--- src/rtl/scma_pkg.sv ---
// Shared constants, FSM encoding and helpers for the SCMA host access scheduler.
package scma_pkg;

    localparam int CHIP_NUM = 16;
    localparam int ADDR_W   = 11;
    localparam int DIN_W    = 36;
    localparam int DOUT_W   = 32;
    localparam int CHIP_W   = $clog2(CHIP_NUM);
    localparam int AIN_W    = ADDR_W + CHIP_NUM;

    localparam logic [ADDR_W-1:0]   RD_ADDR_DEF      = 11'h002;
    localparam logic [ADDR_W-1:0]   STAT_ADDR_DEF    = 11'h7FF;
    localparam logic [CHIP_NUM-1:0] CHIP_MASK_DEF    = 16'hFFFF;
    localparam int                  WR_BURST_MAX_DEF = 4;

    typedef enum logic [2:0] {
        IDLE,
        WR_CHK,
        WR_ISSUE,
        RD_PROBE,
        RD_CAPTURE,
        OUT_HOLD
    } state_t;

    typedef struct packed {
        logic [CHIP_W-1:0] chip;
        logic [ADDR_W-1:0] addr;
        logic [DIN_W-1:0]  data;
    } wr_req_t;

    function automatic logic [CHIP_NUM-1:0] onehot16(input logic [CHIP_W-1:0] idx);
        logic [CHIP_NUM-1:0] v;
        v      = '0;
        v[idx] = 1'b1;
        return v;
    endfunction

endpackage

--- src/rtl/scma_rr_ptr.sv ---
// Round-robin helper: next enabled chip index strictly after ptr, wrapping.
// Returns ptr itself when it is the only enabled chip, or when no chip is enabled.
module scma_rr_ptr
    import scma_pkg::*;
(
    input  logic [CHIP_W-1:0]   ptr,
    input  logic [CHIP_NUM-1:0] mask,
    output logic [CHIP_W-1:0]   next_ptr
);

    logic              found;
    logic [CHIP_W-1:0] idx;

    // NOTE: every variable written in an always_comb gets a default first, so no path can infer a latch.
    always_comb begin
        next_ptr = ptr;
        found    = 1'b0;
        idx      = ptr;
        for (int i = 1; i <= CHIP_NUM; i++) begin
            idx = ptr + CHIP_W'(i);
            if (!found && mask[idx]) begin
                next_ptr = idx;
                found    = 1'b1;
            end
        end
    end

endmodule

--- src/rtl/scma_access_sched.sv ---
// Host-side scheduler for the SCMA array: serialises held writes onto the one-hot
// select bus, gated by the chip full flag, and round-robin polls enabled chips for results.
module scma_access_sched
    import scma_pkg::*;
#(
    parameter logic [ADDR_W-1:0]   RD_ADDR      = RD_ADDR_DEF,
    parameter logic [ADDR_W-1:0]   STAT_ADDR    = STAT_ADDR_DEF,
    parameter logic [CHIP_NUM-1:0] CHIP_MASK    = CHIP_MASK_DEF,
    parameter int                  WR_BURST_MAX = WR_BURST_MAX_DEF
) (
    input  logic              clk,
    input  logic              rst,
    input  logic              wr_valid,
    output logic              wr_ready,
    input  logic [CHIP_W-1:0] wr_chip,
    input  logic [ADDR_W-1:0] wr_addr,
    input  logic [DIN_W-1:0]  wr_data,
    output logic              rd_valid,
    input  logic              rd_ready,
    output logic [CHIP_W-1:0] rd_chip,
    output logic [DOUT_W-1:0] rd_data,
    output logic [AIN_W-1:0]  a_in,
    output logic [DIN_W-1:0]  data_in,
    input  logic [DOUT_W-1:0] data_out,
    input  logic              empty,
    input  logic              full
);

    localparam int             BURST_W    = $clog2(WR_BURST_MAX + 1);
    localparam logic [BURST_W-1:0] BURST_LAST = BURST_W'(WR_BURST_MAX - 1);
    localparam logic           MASK_ANY   = |CHIP_MASK;

    state_t               state, state_d;
    logic                 held, held_d;
    wr_req_t              req, req_d;
    logic [CHIP_W-1:0]    ptr, ptr_d, ptr_nxt, probe_ptr;
    logic [BURST_W-1:0]   burst, burst_d;
    logic [AIN_W-1:0]     a_in_d;
    logic [DIN_W-1:0]     data_in_d;
    logic                 wr_ready_d, rd_valid_d;
    logic                 wr_fire;

    scma_rr_ptr u_rr_ptr (
        .ptr      (ptr),
        .mask     (CHIP_MASK),
        .next_ptr (ptr_nxt)
    );

    assign wr_fire   = wr_valid & wr_ready;
    // The pointer may rest on a disabled chip only after reset; skip it when probing.
    assign probe_ptr = CHIP_MASK[ptr] ? ptr : ptr_nxt;

    // NOTE: sequential state uses non-blocking assignments so every register samples pre-edge values.
    always_ff @(posedge clk) begin
        if (rst) begin
            state    <= IDLE;
            held     <= 1'b0;
            req      <= '0;
            ptr      <= '0;
            burst    <= '0;
            a_in     <= '0;
            data_in  <= '0;
            wr_ready <= 1'b0;
            rd_valid <= 1'b0;
            rd_chip  <= '0;
            rd_data  <= '0;
        end else begin
            state    <= state_d;
            held     <= held_d;
            req      <= req_d;
            ptr      <= ptr_d;
            burst    <= burst_d;
            a_in     <= a_in_d;
            data_in  <= data_in_d;
            wr_ready <= wr_ready_d;
            rd_valid <= rd_valid_d;
            if (state == RD_CAPTURE) begin
                rd_data <= data_out;
                rd_chip <= ptr;
            end
        end
    end

    always_comb begin
        state_d = state;
        held_d  = held;
        req_d   = req;
        ptr_d   = ptr;
        burst_d = burst;
        case (state)
            IDLE: begin
                if (wr_fire) begin
                    // Writes to disabled chips are accepted and dropped.
                    if (CHIP_MASK[wr_chip]) begin
                        req_d   = '{chip: wr_chip, addr: wr_addr, data: wr_data};
                        held_d  = 1'b1;
                        state_d = WR_CHK;
                    end
                end else if (held) begin
                    state_d = WR_CHK;
                end else if (MASK_ANY) begin
                    state_d = RD_PROBE;
                    ptr_d   = probe_ptr;
                    burst_d = '0;
                end
            end
            WR_CHK: begin
                if (!full) begin
                    state_d = WR_ISSUE;
                end else begin
                    // Poll the full chip so it can drain before the retry.
                    state_d = RD_PROBE;
                    ptr_d   = req.chip;
                    burst_d = '0;
                end
            end
            WR_ISSUE: begin
                held_d = 1'b0;
                if (burst == BURST_LAST) begin
                    state_d = RD_PROBE;
                    ptr_d   = probe_ptr;
                    burst_d = '0;
                end else begin
                    state_d = IDLE;
                    burst_d = burst + 1'b1;
                end
            end
            RD_PROBE: begin
                if (!empty) begin
                    state_d = RD_CAPTURE;
                end else begin
                    state_d = IDLE;
                    ptr_d   = ptr_nxt;
                end
            end
            RD_CAPTURE: begin
                state_d = OUT_HOLD;
                ptr_d   = ptr_nxt;
            end
            OUT_HOLD: begin
                if (rd_ready) state_d = IDLE;
            end
            default: state_d = IDLE;
        endcase
    end

    // Output values for the coming state, registered alongside it.
    always_comb begin
        a_in_d     = '0;
        data_in_d  = '0;
        wr_ready_d = 1'b0;
        rd_valid_d = 1'b0;
        case (state_d)
            IDLE:       wr_ready_d = !held_d;
            WR_CHK:     a_in_d     = {onehot16(req_d.chip), STAT_ADDR};
            WR_ISSUE: begin
                a_in_d    = {onehot16(req_d.chip), req_d.addr};
                data_in_d = req_d.data;
            end
            RD_PROBE,
            RD_CAPTURE: a_in_d     = {onehot16(ptr_d), RD_ADDR};
            OUT_HOLD:   rd_valid_d = 1'b1;
            default: ;
        endcase
    end

endmodule

--- config.mk ---
export PLATFORM = sky130hd
export DESIGN_NAME = scma_access_sched
export DESIGN_NICKNAME = d
export VERILOG_FILES = /design/src/rtl/scma_pkg.sv /design/src/rtl/scma_rr_ptr.sv /design/src/rtl/scma_access_sched.sv
export SDC_FILE = /design/constraint.sdc
export NUM_CORES = 1
export LEC_CHECK = 0
export CAP_MARGIN = 0
export CORE_MARGIN = 5
export CORE_UTILIZATION = 40
export CTS_CLUSTER_SIZE = 10
export DETAILED_ROUTE_END_ITERATION = 8
export PLACE_DENSITY = 0.71
export SLEW_MARGIN = 15
export SYNTH_ARGS = -nofsm -noshare
export SYNTH_HDL_FRONTEND = slang
export SYNTH_SLANG_ARGS = --single-unit
--- constraint.sdc ---
create_clock -name clk -period 2.86 [get_ports clk]
set_input_delay 0.715 -clock clk [delete_from_list [all_inputs] [get_ports clk]]
set_output_delay 0.715 -clock clk [all_outputs]
set_load 0.005 [all_outputs]
Word level (Yosys, flattened, before mapping)
Memory sizes are Yosys's and may differ from the RTL's. A register that Yosys moved wholly into a read port is not among the register bits.
Index checks and enable logic that the tools add are counted.
{"block": "classes", "add_sub_neg": 16, "n_lt_le_gt_ge": 21, "n_eq_ne": 14, "muxes": 81, "bitwise": 3, "reduce_logical": 40}
{"cell": "2-to-1 mux 51 bit", "n": 3}
{"cell": "less-than comparator 4 x 5 -> 1 bit, second input constant", "n": 19}
{"cell": "2-to-1 mux 4 bit", "n": 23}
{"cell": "case mux 27 bit (3 select lines)", "n": 1}
{"cell": "2-to-1 mux 1 bit", "n": 38}
{"cell": "adder 4 bit, second input constant", "n": 8}
{"cell": "2-to-1 mux 3 bit", "n": 8}
{"cell": "case mux 4 bit (5 select lines)", "n": 1}
{"cell": "case mux 3 bit (6 select lines)", "n": 1}
{"cell": "logical AND 1 bit", "n": 17}
{"cell": "adder 4 x 3 -> 4 bit, second input constant", "n": 4}
{"cell": "logical NOT 1 bit", "n": 16}
{"cell": "equality test 3 x 2 -> 1 bit, second input constant", "n": 5}
{"cell": "equality test 3 bit, second input constant", "n": 4}
{"cell": "case mux 3 bit (3 select lines)", "n": 1}
{"cell": "adder 4 x 2 -> 4 bit, second input constant", "n": 2}
{"cell": "demux 1 bit (select 4 bit)", "n": 2}
{"cell": ">= comparator 4 x 1 -> 1 bit, second input constant", "n": 2}
{"cell": "equality test 3 x 1 -> 1 bit, second input constant", "n": 2}
{"cell": "logical NOT 3 bit", "n": 2}
{"cell": "inequality test 2 bit, second input constant", "n": 3}
{"cell": "OR reduction 2 bit", "n": 3}
{"cell": "adder 4 x 1 -> 4 bit, second input constant", "n": 1}
{"cell": "2-to-1 mux 2 bit", "n": 2}
{"cell": "6 further kinds", "n": 7}
{"block": "totals", "register_bits": 163, "romBits": 272, "memories": 17}
{"name": "(no name shown)", "depth": 16, "width": 1, "read_ports": 1, "rd_clocked_by_memory_dff": 1, "wr": 0, "line": "scma_rr_ptr.sv:21", "rtl": "if (!found && mask[idx]) begin"}
{"name": "(no name shown)", "depth": 16, "width": 1, "read_ports": 1, "rd_clocked_by_memory_dff": 0, "wr": 0, "line": "scma_rr_ptr.sv:21"}
{"name": "(no name shown)", "depth": 16, "width": 1, "read_ports": 1, "rd_clocked_by_memory_dff": 0, "wr": 0, "line": "scma_rr_ptr.sv:21"}
{"name": "(no name shown)", "depth": 16, "width": 1, "read_ports": 1, "rd_clocked_by_memory_dff": 0, "wr": 0, "line": "scma_rr_ptr.sv:21"}
{"name": "(no name shown)", "depth": 16, "width": 1, "read_ports": 1, "rd_clocked_by_memory_dff": 0, "wr": 0, "line": "scma_rr_ptr.sv:21"}
{"name": "(no name shown)", "depth": 16, "width": 1, "read_ports": 1, "rd_clocked_by_memory_dff": 0, "wr": 0, "line": "scma_rr_ptr.sv:21"}
{"name": "11 more memories"}

Logic depth before layout (Yosys ltp)
{"block": "logic_depth", "word_depth": 58, "mapped_depth": 8, "ltp_nobuf": 6}

Hierarchy
A second synthesis with hierarchy kept.
{"block": "unflattened", "hier_cells": 846, "area_unflattened_um2": 7936.4}
{"module": "scma_access_sched", "n_inst": 1, "cells_per_inst": 595, "area_each_um2": 5690.5}
{"module": "scma_rr_ptr", "n_inst": 1, "cells_per_inst": 251, "area_each_um2": 2245.9}

Worst setup path after synthesis
No wires, ideal clock.
{"block": "synth_path", "kind": "reg2reg", "start": "register burst[0]", "end": "register a_in[15]", "setup_time_ns": 0.092, "t_arrival_ns": 2.062, "required_ns": 2.768, "setup_slack_ns": 0.706, "path_stages_with_launch": 7, "path_buffers": 0, "period_less_slack_ns": 2.154, "path_cell_list": "dfxtp_1 > ha_1 > or3b_1 > a311o_1 > o21bai_1 > or4b_4 > o32ai_1"}
{"block": "synth_via", "elab_chain_cells": 8, "word_cells_on_any_way": 16}
{"item": "start, declared", "line": "scma_access_sched.sv:37", "rtl": "logic [BURST_W-1:0] burst, burst_d;"}
{"item": "start signal, assigned", "line": "scma_access_sched.sv:72", "rtl": "burst <= burst_d;"}
{"item": "equality test 3 x 2 -> 1 bit (*)", "line": "scma_access_sched.sv:119", "rtl": "if (burst == BURST_LAST) begin"}
{"item": "2-to-1 mux 4 bit", "line": "scma_access_sched.sv:119"}
{"item": "case mux 4 bit (5 select lines)", "line": "scma_access_sched.sv:90", "rtl": "case (state)"}
{"item": "less-than comparator 4 x 5 -> 1 bit (implied by the code) or >= comparator 4 x 1 -> 1 bit (tied branches)", "line": "scma_pkg.sv:34", "rtl": "v[idx] = 1'b1;"}
{"item": "logical AND 1 bit (implied by the code)", "line": "scma_pkg.sv:34"}
{"item": "2-to-1 mux 1 bit (implied by the code)", "line": "scma_pkg.sv:34"}
{"item": "demux 1 bit (select 4 bit)", "line": "scma_pkg.sv:34"}
{"item": "case mux 27 bit (3 select lines) (*)", "line": "scma_access_sched.sv:153", "rtl": "case (state_d)"}
{"item": "end signal, assigned", "line": "scma_access_sched.sv:73", "rtl": "a_in <= a_in_d;"}
{"item": "end, declared", "line": "scma_access_sched.sv:22", "rtl": "output logic [AIN_W-1:0] a_in,"}
Every way passes the cells marked *; elsewhere a longest branch is shown, timed or not.
A chain may end at the register's enable or synchronous reset.

Final worst setup path
{"block": "layout_path", "start": "register burst[0]", "end": "register a_in[19]"}
The elaborated chain is that of the path after synthesis.

==> run summary <==
Global routing used 17.4% of the available tracks. The number of standard cells in the final layout excluding fillers is 1011. Sequential cells account for between 40% and 50% of the total power. By area the synthesized netlist is led by dfxtp_1 (55%), mux2i_1 (9.0%), nand2_1 (6.2%), nor2_1 (5.0%), a21oi_1 (4.0%). The number of instances on the worst hold path came out at 2. CTS built an H-tree with a depth of 4. The most common cell after layout, fill and taps aside is clkdlybuf4s50_1. Synthesis inferred roughly 160 register bits. The setup-violating endpoint count in the final report came out at 0. Gates resized during post-CTS repair numbered 0. The setup TNS after final layout came out at 0 ns. The worst setup path is captured at a flip-flop.

The most used flip-flop cell after synthesis is dfxtp_1. The cell accounting for the most synthesized area is dfxtp_1. Leaving out fill and tap cells, the most frequent cells in the layout are clkdlybuf4s50_1 (188), dfxtp_1 (163), nand2_1 (97). Buffers added to address setup during post-CTS repair amount to 0. The peak fanout along the critical path came out at 4.

Counting the buffers created by CTS gives 17. The worst clock skew came out at roughly 0.0072 ns. Of the total power, the clock network draws a little over two fifths. The arrival time at the worst endpoint came out at 2.71 ns.

The via count of the routed design came out at approximately 5100. The average detailed-routed wire length per instance is between 15 and 20 um. The min-delay analysis places its worst path in the category flip-flop to flip-flop. Of the cells placed in the final design, the portion with a size suffix greater than 1 is under 10%.

The peak supply drop came out at slightly above 0.4 mV. The maximum buffer depth of the clock tree came out at 2. Yosys mapped a number of flops with a built-in enable equal to 0. Entering global routing, the biggest net connects approximately 150 pins.

The start point of the worst hold path is rd_chip[3]. STA classifies the critical path startpoint as a flip-flop. The worst path in the final design needs a cycle of between 2 and 2.5 ns, including I/O delays and setup. The first TritonRoute pass finished after 4 iterations. The endpoint with the worst hold slack is rd_chip[3].

The number of core rows is 44. Setup repair after global routing left no endpoint under its margin. For this design the static power due to leakage is about 3.0 nW.

The placeable core area came out at ~15000 um^2. The total overflow left after global routing is 0. The via count of the first global-routing pass is between 5000 and 6000.

The top achievable clock speed is slightly above 0.4 GHz. The logic gate share of total power came out at a little under a tenth. Clock latency on the worst-skew pair, taken at its later pin, is 0.41 ns. The net count of the finished layout is roughly 910. The startpoint-to-endpoint class of the critical path is flip-flop to flip-flop.

The die is approximately 130 um wide. The unique cell type count in the Yosys netlist is roughly 50. The final number of hold-violating endpoints came out at 0.

The final layout contains routed wiring with a total length of about 15 mm. The number of instances in the synthesized netlist is ~640. The fraction of power spent switching nets is between 20% and 30%. The average cell area after synthesis is 9.30 um^2. The actual slew at the worst max-slew pin is about 0.70 ns. The endpoint required time on the critical path is about 3.2 ns. The total of warnings raised by yosys is 0. The via-per-instance ratio is 5.02.

Once layout is done, the placed cells without fillers occupy around 8500 um^2. The number of violations of the max-capacitance limit came out at 0. The flow ran to the end, and the final reports show no timing, DRC or antenna violations.

The net switching power is about 0.0011 W. The post-synth net total is between 700 and 800. Summing the sequential cell areas from Yosys gives between 50% and 60% of the chip area. In this run the remaining antenna-violating nets after routing total 0. The root buffer cell is clkbuf_16. The critical path starts at burst[0]. For this design the ratio of total power to cell area is 574 nW/um^2. The proportion of register bits with asynchronous set or reset after synthesis is 0%.

The number of pins with negative max-slew slack in the final report came to 0. The worst slew slack as a fraction of its limit is 53.1%. After legalization and detailed placement, the total HPWL measured 10.9 mm. The area overhead of the layout relative to synthesis is 44.4%. The count of buffers from port buffering is 189. The number of sinks driven by the clock tree came out at around 160. The CTS clock-pin slew for the worst setup and hold paths came out at 0.06 ns. The routability congestion estimate came out at between 0.8 and 0.9. The TritonCTS clock tree is done. For this run, the share of the core covered by cells in the final layout is ~59%.

The DRC violation count after routing is 0. The first global-routing pass estimated about 25 mm of wire. The die covers 17300 um^2. The detailed router finished its first iteration with approximately 200 violations. The top-level I/O count came out at 190. The post-route clock period utilization is ~84%. The flop-to-flop setup slack came out at 0.45 ns. The internal power of the cells is around 0.0038 W. The number of antenna diodes in the final layout is 0. The cell area after placement came out at roughly 8000 um^2. The hold buffer count at CTS is 0. The number of cells after detailed placement came out at 979. The initial antenna violation count came out at 0.

The die boundary height came out at ~130 um. The beginning of the worst register-to-register path is burst[0]. The starting density of the core came out at roughly two fifths.

The count of cells along the worst register-to-register path came out at 6. The area of the mapped netlist came out at 5910 um^2. The endpoint identified for the worst register-to-register timing path is a_in[19]. The top cell type's share of synthesized area came out at a little under three fifths.
## synth_stat cells (all sizes together) (3+ instances only)
cell      n
a211o     3
a21boi    3
a21o      3
a21oi    48
and3      3
buf      12
clkbuf   31
dfxtp   163
inv       4
mux2i    53
nand2    97
nand2b    7
nand3     8
nand3b    3
nor2     78
nor3     42
nor3b     3
o21a     10
o21ai    11
o31ai     7
o32ai    10
or3b      3
## critical path, stage by stage (launching register included)
cell and delay, ns:
dfxtp_1 0.36, ha_1 0.22, or3b_1 0.39, a311o_1 0.38, o21bai_1 0.17, or4b_4 0.51, o32ai_1 0.28
## registers in the layout, summed over array words and instances (netlist names)
| signal | flops |
|---|---|
| rd_valid | 1 |
| rd_chip | 4 |
| rd_data | 32 |
| held | 1 |
| a_in | 27 |
| req | 51 |
| wr_ready | 1 |
| data_in | 36 |
| burst | 3 |
| ptr | 4 |
| state | 3 |
## power by group through the flow
stage | sequential, W | clock [W] | combinational, W
2_1_floorplan | 0.00239 | 0 | 0.000244
3_3_place_gp | 0.00240 | 0 | 0.000456
3_5_place_dp | 0.00241 | 0 | 0.000467
4_1_cts | 0.00236 | 0.00213 | 0.000470
5_1_grt | 0.00236 | 0.00223 | 0.000509
6_report | 0.00236 | 0.00207 | 0.000466
## how the worst max path moves through the flow
stage	to	cells past startpoint	slack, ns
2_1_floorplan	a_in[15]	6	0.71
3_3_place_gp	a_in[23]	7	0.18
3_5_place_dp	a_in[19]	6	0.09
4_1_cts	a_in[19]	6	0.45
5_1_grt	a_in[22]	6	0.28
6_report	a_in[19]	6	0.45
## cell type report
type | instances | area, um^2
clock buffers | 22 | 474
well taps | 184 | 230
flip-flops and latches | 163 | 3260
repair buffers | 202 | 2010
inverters | 4 | 15.0
clock inverters | 10 | 76.3
fillers | 1290 | 6000
multi-input cells | 426 | 2470
## layer usage
metal  GRT usage, %  wire [um]  vias to the layer above  part of all wire, %
met2           29.2       7300                      157                   47
met1           19.4       6400                     2353                   42
met4           6.40        320                        0                  2.1
met3           7.80       1390                       22                  9.0
met5              0          0                        -                    0
li1               -          -                     2542                    -
## stage by stage
stage	setup WS, ns	hold slack (ns)	total power [W]
floorplan	0.706	0.453	0.00263
global placement	0.183	0.444	0.00286
detailed placement	0.0938	0.448	0.00287
CTS	0.453	0.456	0.00496
global route	0.284	0.475	0.00510
finish	0.446	0.453	0.00490
## cells by family (layout without fill, tap and decap cells)
family                   Yosys count  after routing  synth area share [%]
flip-flops                       163            163                  55.2
adder cells (fa/ha/maj)            2              2                 0.423
buffers and inverters             47            238                  3.22
multiplexers                      54             54                  9.16
AND/OR/NAND/NOR                  260            260                  20.0
AO/OA/AOI/OAI                    109            109                  11.9
XOR/XNOR                           1              1                 0.148
Power figures use the tool's default switching activity.
